`config.mk`:
```
export PLATFORM = sky130hd
export DESIGN_NAME = div_controller
export DESIGN_NICKNAME = d
export VERILOG_FILES = /design/src/rtl/div_controller.sv
export SDC_FILE = /design/constraint.sdc
export NUM_CORES = 1
export LEC_CHECK = 0
export ABC_AREA = 1
export CAP_MARGIN = 20
export CORE_MARGIN = 2
export CORE_UTILIZATION = 36
export DETAILED_ROUTE_END_ITERATION = 16
export GPL_TIMING_DRIVEN = 0
export PLACE_DENSITY_LB_ADDON = 0.08
export SETUP_SLACK_MARGIN = 0.4
export SLEW_MARGIN = 20
export SYNTH_ARGS = -nofsm -noshare
export SYNTH_HDL_FRONTEND = slang
export SYNTH_SLANG_ARGS = --single-unit
```
`constraint.sdc`:
```
create_clock -name clk -period 1.2 [get_ports clk]
set_input_delay 0.12 -clock clk [delete_from_list [all_inputs] [get_ports clk]]
set_output_delay 0.12 -clock clk [all_outputs]
set_load 0.05 [all_outputs]
```
`src/rtl/div_controller.sv`:
```
// div_controller
//   Sequencing FSM for an N-bit sequential restoring divider. Drives the
//   load/shift/serial-in controls of the Q (dividend/quotient), A (partial
//   remainder) and B (divisor) registers. It produces one quotient bit per
//   ITER cycle and offers a start/busy/done handshake.
//
// Ports
//   clk      : system clock, rising edge
//   rst      : synchronous reset, active low
//   start    : division request, sampled only in IDLE
//   borrow   : datapath flag, trial {A[N-2:0],Q[N-1]} - B is negative
//   b_zero   : datapath flag, B == 0
//   ldB      : load divisor register B
//   ldQ      : parallel-load Q with the dividend
//   shQ      : shift Q left one bit
//   serQ     : bit shifted into Q LSB (new quotient bit)
//   clrA     : clear A
//   shA      : A <= {A[N-2:0],Q[N-1]} (restore path)
//   ldA_diff : A <= subtractor result (subtract path)
//   busy     : high in every state except IDLE
//   done     : one-cycle pulse, quotient in Q and remainder in A
//   dz_err   : divide-by-zero flag, held until the next LOAD

module div_controller #(
  parameter int unsigned N  = 10,
  parameter int unsigned CW = $clog2(N + 1)
) (
  input  logic clk,
  input  logic rst,
  input  logic start,
  input  logic borrow,
  input  logic b_zero,
  output logic ldB,
  output logic ldQ,
  output logic shQ,
  output logic serQ,
  output logic clrA,
  output logic shA,
  output logic ldA_diff,
  output logic busy,
  output logic done,
  output logic dz_err
);

  typedef enum logic [2:0] {
    S_IDLE,
    S_LOAD,
    S_CHECK,
    S_ITER,
    S_DONE
  } state_e;

  state_e        state_q, state_d;
  logic [CW-1:0] cnt_q, cnt_d;
  logic          dz_err_q, dz_err_d;

  // Moore outputs are registered from the next state so they change only
  // on the clock edge together with the state itself.
  logic ld_b_q, ld_b_d;
  logic ld_q_q, ld_q_d;
  logic clr_a_q, clr_a_d;
  logic sh_q_q, sh_q_d;
  logic busy_q, busy_d;
  logic done_q, done_d;

  logic last_iter;
  assign last_iter = (cnt_q == CW'(N - 1));

  always_comb begin
    state_d  = state_q;
    cnt_d    = cnt_q;
    dz_err_d = dz_err_q;

    unique case (state_q)
      S_IDLE: begin
        if (start) begin
          state_d = S_LOAD;
        end
      end
      S_LOAD: begin
        cnt_d    = '0;
        dz_err_d = 1'b0;
        state_d  = S_CHECK;
      end
      S_CHECK: begin
        if (b_zero) begin
          dz_err_d = 1'b1;
          state_d  = S_DONE;
        end else begin
          state_d = S_ITER;
        end
      end
      S_ITER: begin
        cnt_d = cnt_q + 1'b1;
        if (last_iter) begin
          state_d = S_DONE;
        end
      end
      S_DONE: begin
        state_d = S_IDLE;
      end
      default: begin
        state_d = S_IDLE;
      end
    endcase

    ld_b_d  = (state_d == S_LOAD);
    ld_q_d  = (state_d == S_LOAD);
    clr_a_d = (state_d == S_LOAD);
    sh_q_d  = (state_d == S_ITER);
    busy_d  = (state_d != S_IDLE);
    done_d  = (state_d == S_DONE);
  end

  always_ff @(posedge clk) begin
    if (!rst) begin
      state_q  <= S_IDLE;
      cnt_q    <= '0;
      dz_err_q <= 1'b0;
      ld_b_q   <= 1'b0;
      ld_q_q   <= 1'b0;
      clr_a_q  <= 1'b0;
      sh_q_q   <= 1'b0;
      busy_q   <= 1'b0;
      done_q   <= 1'b0;
    end else begin
      state_q  <= state_d;
      cnt_q    <= cnt_d;
      dz_err_q <= dz_err_d;
      ld_b_q   <= ld_b_d;
      ld_q_q   <= ld_q_d;
      clr_a_q  <= clr_a_d;
      sh_q_q   <= sh_q_d;
      busy_q   <= busy_d;
      done_q   <= done_d;
    end
  end

  // Mealy outputs: the quotient bit and the A update path follow the
  // combinational borrow flag, qualified by the ITER state.
  logic in_iter;
  assign in_iter = (state_q == S_ITER);

  assign serQ     = in_iter & ~borrow;
  assign shA      = in_iter &  borrow;
  assign ldA_diff = in_iter & ~borrow;

  assign ldB    = ld_b_q;
  assign ldQ    = ld_q_q;
  assign clrA   = clr_a_q;
  assign shQ    = sh_q_q;
  assign busy   = busy_q;
  assign done   = done_q;
  assign dz_err = dz_err_q;

endmodule

```
; ---- After elaboration in Yosys (flattened, before gate mapping)
; Cells that the tools add are included.
; W data, S select, Z words.
[op_classes]
muxes = 7
bitwise = 3
n_addsub = 1
n_eq_ne = 8
n_reduce_logical = 5
[op_table]
columns = op, count
row1 = $pmux W3 S4, 1
row2 = $eq A3 B2 Y1 const B, 3
row3 = $mux W3, 3
row4 = $pmux W4 S2, 1
row5 = $eq A3 B1 Y1 const B, 2
row6 = $add A4 B1 Y4 const B, 1
row7 = $eq A4 B4 Y1 const B, 1
row8 = $reduce_bool A2 Y1, 2
row9 = $eq A3 B3 Y1 const B, 1
row10 = $logic_not A3 Y1, 1
row11 = $reduce_bool A3 Y1, 1
row12 = $and A1 B1 Y1, 2
row13 = $ne A2 B2 Y1 const B, 1
row14 = $pmux W1 S2, 1
row15 = $reduce_and A2 Y1, 1
row16 = $mux W1, 1
row17 = $not A1 Y1, 1
[totals]
regBits = 12
output_inout_bits = 10
elab_cells = 31
in_bits = 5

; ---- Logic depth before layout (Yosys ltp)
[depth]
depth_word = 4
ltp_mapped = 9
ltp_nobuf = 9

; ---- Worst setup path after synthesis
; No wires, ideal clock.
[synth_timing]
kind = register to output
from = reg state_q[0]
to = out serQ
path_stages_with_launch = 6
slack_ns = -0.527
n_path_buf = 1
required_ns = 1.080
t_arrival_ns = 1.607
cell_sequence = dfxtp_1 -> nand2_1 -> nor2_4 -> inv_2 -> nor2_1 -> buf_4
[synth_via]
elab_chain_len = 2
[synth_lines]
columns = item, line
row1 = "start, declared", 53  ; state_e state_q, state_d;
row2 = "start signal, assigned", 127  ; state_q <= state_d;
row3 = $eq A3 B2 Y1, 142  ; assign in_iter = (state_q == S_ITER);
row4 = $and A1 B1 Y1, -
row5 = "end, declared", 36  ; output logic serQ,
; No other way between the ends.

; ---- Worst setup path in the final report
[layout_timing]
from = reg state_q[1]
to = out serQ
[layout_via]
elab_chain_len = 2
[layout_lines]
columns = item, line
row1 = $eq A3 B2 Y1, 142
row2 = $and A1 B1 Y1, 144  ; assign serQ = in_iter & ~borrow;
; No other way between the ends.

==> flow_metrics.env <==
export IMPL_clkPwrFrac_pct=25.8
export IMPL_ff_latch_area_um2=255.2
export IMPL_port_buffers=13
export IMPL_power_frac_seq_pct=43.9
export IMPL_setup_tns_ns=-0.1956
export IMPL_achievable_frequency_mhz=783.4
export IMPL_power_share_combinational_pct=30.3
export IMPL_area_used_by_multi_input_combinational_logic_um2=319.1
export IMPL_internal_dissipation_mw=0.6895
export IMPL_path_class="reg2out"
export IMPL_netSwitchingPower_mw=0.3161
export IMPL_synth_sequential_area_ratio_pct=43.54
export IMPL_core_rowCount=14
export IMPL_setup_repair_after_global_routing_missed_its_margin="yes"
export IMPL_synthToLayoutAreaGrowth_pct=72.56
export IMPL_critical_path_reg2reg_endpoint="cnt_q[2]$_SDFFE_PN0P_"
export IMPL_worstSetupStartpointType="flop"
export IMPL_post_route_cells_drive_above_1_share_pct=62.38
export IMPL_p_leak_nw=0.4317
export IMPL_synth_top_area_cell="sky130_fd_sc_hd__dfxtp_1"
export IMPL_dieWidth_um=43.15
export IMPL_grt_antenna_before_repair=0
export IMPL_synth_nets=83
export IMPL_timing_worst_slew_pin_value_ns=0.2100
export IMPL_switching_share_pct=31.43
export IMPL_detail_route_drc_violations=0
export IMPL_grt_pass1_vias=486
export IMPL_rrSetupSlack_ns=-0.04
export IMPL_status="finished with violations"
export IMPL_dieArea_mm2=0.001862
export IMPL_wirelength_um=1382
export IMPL_cts_buffers=3
export IMPL_layout_min_cycle_time_ns=1.277
export IMPL_setup_viol_count_final=4
export IMPL_clock_sink_count=12
export IMPL_critPathArrivalTime_ns=1.16
export IMPL_global_route_wire_length_before_repair_um=2076
export IMPL_timing_critical_path_fanout_max=3
export IMPL_postSynthCellCount=76
export IMPL_timing_hold_ws_ns=0.1520
export IMPL_slew_headroom_pct=85.95
export IMPL_post_synth_xor_area_fraction_pct=1.587
export IMPL_initial_core_util_pct=37.50
export IMPL_worstReg2RegStart="state_q[0]$_SDFF_PN0_"
export IMPL_design_core_area_mm2=0.001471
export IMPL_htree_levels=1
export IMPL_avgRoutedWirePerCell_um=11.81
export IMPL_powerDensity_mw_per_mm2=1056
export IMPL_vdd_ir_drop_worst_mv=0.8314
export IMPL_synth_top_cell_area_share_pct=43.54
export IMPL_synth_avg_cell_area_um2=7.260
export IMPL_routed_via_density=4.803
export IMPL_boundaryPins=15
export IMPL_drv_cap=0
export IMPL_setup_worst_path_end="serQ"
export IMPL_final_period_utilization_pct=106.4
export IMPL_layout_cells_most_common_list="9 x sky130_fd_sc_hd__inv_1, 9 x sky130_fd_sc_hd__nand2_1, 9 x sky130_fd_sc_hd__dfxtp_2"
export IMPL_num_vias=562
export IMPL_detail_route_iter0_violations=5
export IMPL_timing_critical_path_required_ns=1.08
export IMPL_gp_routability_congestion=0.7975
export IMPL_synth_mux_area_share_pct=0
export IMPL_final_setup_skew_ns=0.004285
export IMPL_synthAdderAreaFrac_pct=4.535
export IMPL_synth_warnings=0
export IMPL_insertion_delay_ns=0.27
export IMPL_hpwlAfterDp_um=913.4
export IMPL_cts_max_path_buffers=2
export IMPL_maximum_number_of_pins_on_one_net_before_global_route_repair=10
export IMPL_fin_nets=109
export IMPL_hold_class="in2reg"
export IMPL_ys_ff_latch=12
export IMPL_synth_top_family_by_area="simple AND/OR/NAND/NOR gates"
export IMPL_critPathCaptureType="output pin"
export IMPL_synth_simple_gate_area_share_pct=31.75
export IMPL_final_antenna_net_count=0
export IMPL_critical_path_startpoint="state_q[1]$_SDFF_PN0_"
export IMPL_failed_checks="negative setup slack"
export IMPL_die_height_um=43.15
export IMPL_timing_final_max_slew_violations=0
export IMPL_final_fill_count=134
export IMPL_synth_compound_gate_area_share_pct=4.082
export IMPL_synth_cell_area_um2=551.8
export IMPL_yosys_cell_types_count=18
export IMPL_n_antenna_cell=0
export IMPL_final_setup_worst_slack_ns=-0.07652
export IMPL_drtPass1Iterations=5
export IMPL_groute_usage_overall_pct=15.69
export IMPL_tritoncts="yes"
export IMPL_cells_taking_the_most_area_after_synthesis="sky130_fd_sc_hd__dfxtp_1 44%, sky130_fd_sc_hd__nand2_1 11%, sky130_fd_sc_hd__inv_1 8.2%, sky130_fd_sc_hd__nor2_1 7.5%, sky130_fd_sc_hd__ha_1 4.5%"
export IMPL_hold_viol_final=0
export IMPL_clk_transition_reported_paths_ns=0.07
export IMPL_global_route_total_overflow=0
export IMPL_clockRootBuffer="sky130_fd_sc_hd__clkbuf_4"
export IMPL_worst_reg_to_reg_cells=7
==> worst min path at each step <==
stage | slack [ns] | startpoint | endpoint | cells after the start
final | 0.15 | rst | state_q[1]$_SDFF_PN0_ | 3
after global routing | 0.15 | rst | cnt_q[0]$_SDFFE_PN0P_ | 3
after CTS | 0.14 | rst | state_q[1]$_SDFF_PN0_ | 3
after detailed placement | 0.43 | rst | state_q[1]$_SDFF_PN0_ | 3
after global placement | 0.43 | rst | state_q[0]$_SDFF_PN0_ | 3
after floorplan | 0.29 | start | clrA$_SDFF_PN0_ | 2
==> power groups by stage <==
| stage | Combinational [mW] | Sequential [mW] | Clock [mW] |
|---|---|---|---|
| after floorplan | 0.104 | 0.486 | 0 |
| after global placement | 0.208 | 0.445 | 0 |
| after detailed placement | 0.209 | 0.446 | 0 |
| after CTS | 0.257 | 0.441 | 0.273 |
| after global routing | 0.323 | 0.443 | 0.299 |
| final | 0.305 | 0.441 | 0.259 |
==> cells by family (layout without fill, tap and decap cells) <==
logic type	after synthesis	count (layout)
simple gates	39	39
buf+inv	18	43
flops	12	12
compound gates	4	4
fa+ha+maj	2	2
xor+xnor	1	1
==> metrics by stage <==
stage	cells	setup WS (ns)	total power, mW	utilization, %	instance area, um^2
after floorplan	76	-0.02502	0.5898	-	603.1
after global placement	105	-0.5389	0.6528	51.19	753.2
after detailed placement	105	-0.5496	0.6545	51.19	753.2
after CTS	114	-0.07683	0.9702	59.78	879.6
after global routing	117	-0.1402	1.066	64.71	952.2
final	117	-0.07652	1.006	64.71	952.2
==> what timing repair did <==
action,in CTS,in global routing
buffers inserted,5,3
hold buffers,0,0
setup endpoints to repair,21,22
hold endpoints to repair,0,0
resized for setup,89,15
pin swaps,10,4
==> flip-flops by register name, indices dropped and copies added, names as in the netlist <==
name     flops
cnt_q        4
state_q      3
busy         1
clrA         1
done         1
dz_err       1
shQ          1
==> worst max-delay path, stage by stage (launching register included) <==
cell and delay (ns):
sky130_fd_sc_hd__dfxtp_2 0.35, sky130_fd_sc_hd__nand2_2 0.06, sky130_fd_sc_hd__nor2_4 0.09, sky130_fd_sc_hd__inv_2 0.07, sky130_fd_sc_hd__nor2_4 0.09, sky130_fd_sc_hd__buf_6 0.10, sky130_fd_sc_hd__buf_8 0.13
==> routing by layer <==
metal / part of all wire, % / vias to the layer above / GRT usage, % / wire, um
met5: 0 / - / 0 / 0
met4: 0 / 0 / 10.91 / 0
met3: 6.9 / 0 / 4.255 / 95
met2: 52 / 26 / 23.58 / 720
met1: 41 / 257 / 19.11 / 565
li1: - / 279 / - / -
==> synth_stat cells, drive strengths merged <==
cell and instances:
inv 14, nor3 1, dfxtp 12, nand4 2, nand3 5, o21ai 2, o21a 1, nand3b 1
ha 2, nor2 12, xor2 1, a21oi 1, nand2 18, buf 4
==> cell type report <==
| class | instances | share of cell area [%] |
|---|---|---|
| clock buffers | 4 | 2.760 |
| plain buffers | 4 | 4.074 |
| multi-input cells | 46 | 33.51 |
| flip-flops and latches | 12 | 26.81 |
| inverters | 14 | 5.519 |
| repair buffers | 21 | 25.23 |
| well taps | 16 | 2.102 |
No activity file was read; power rests on OpenSTA's default activity.
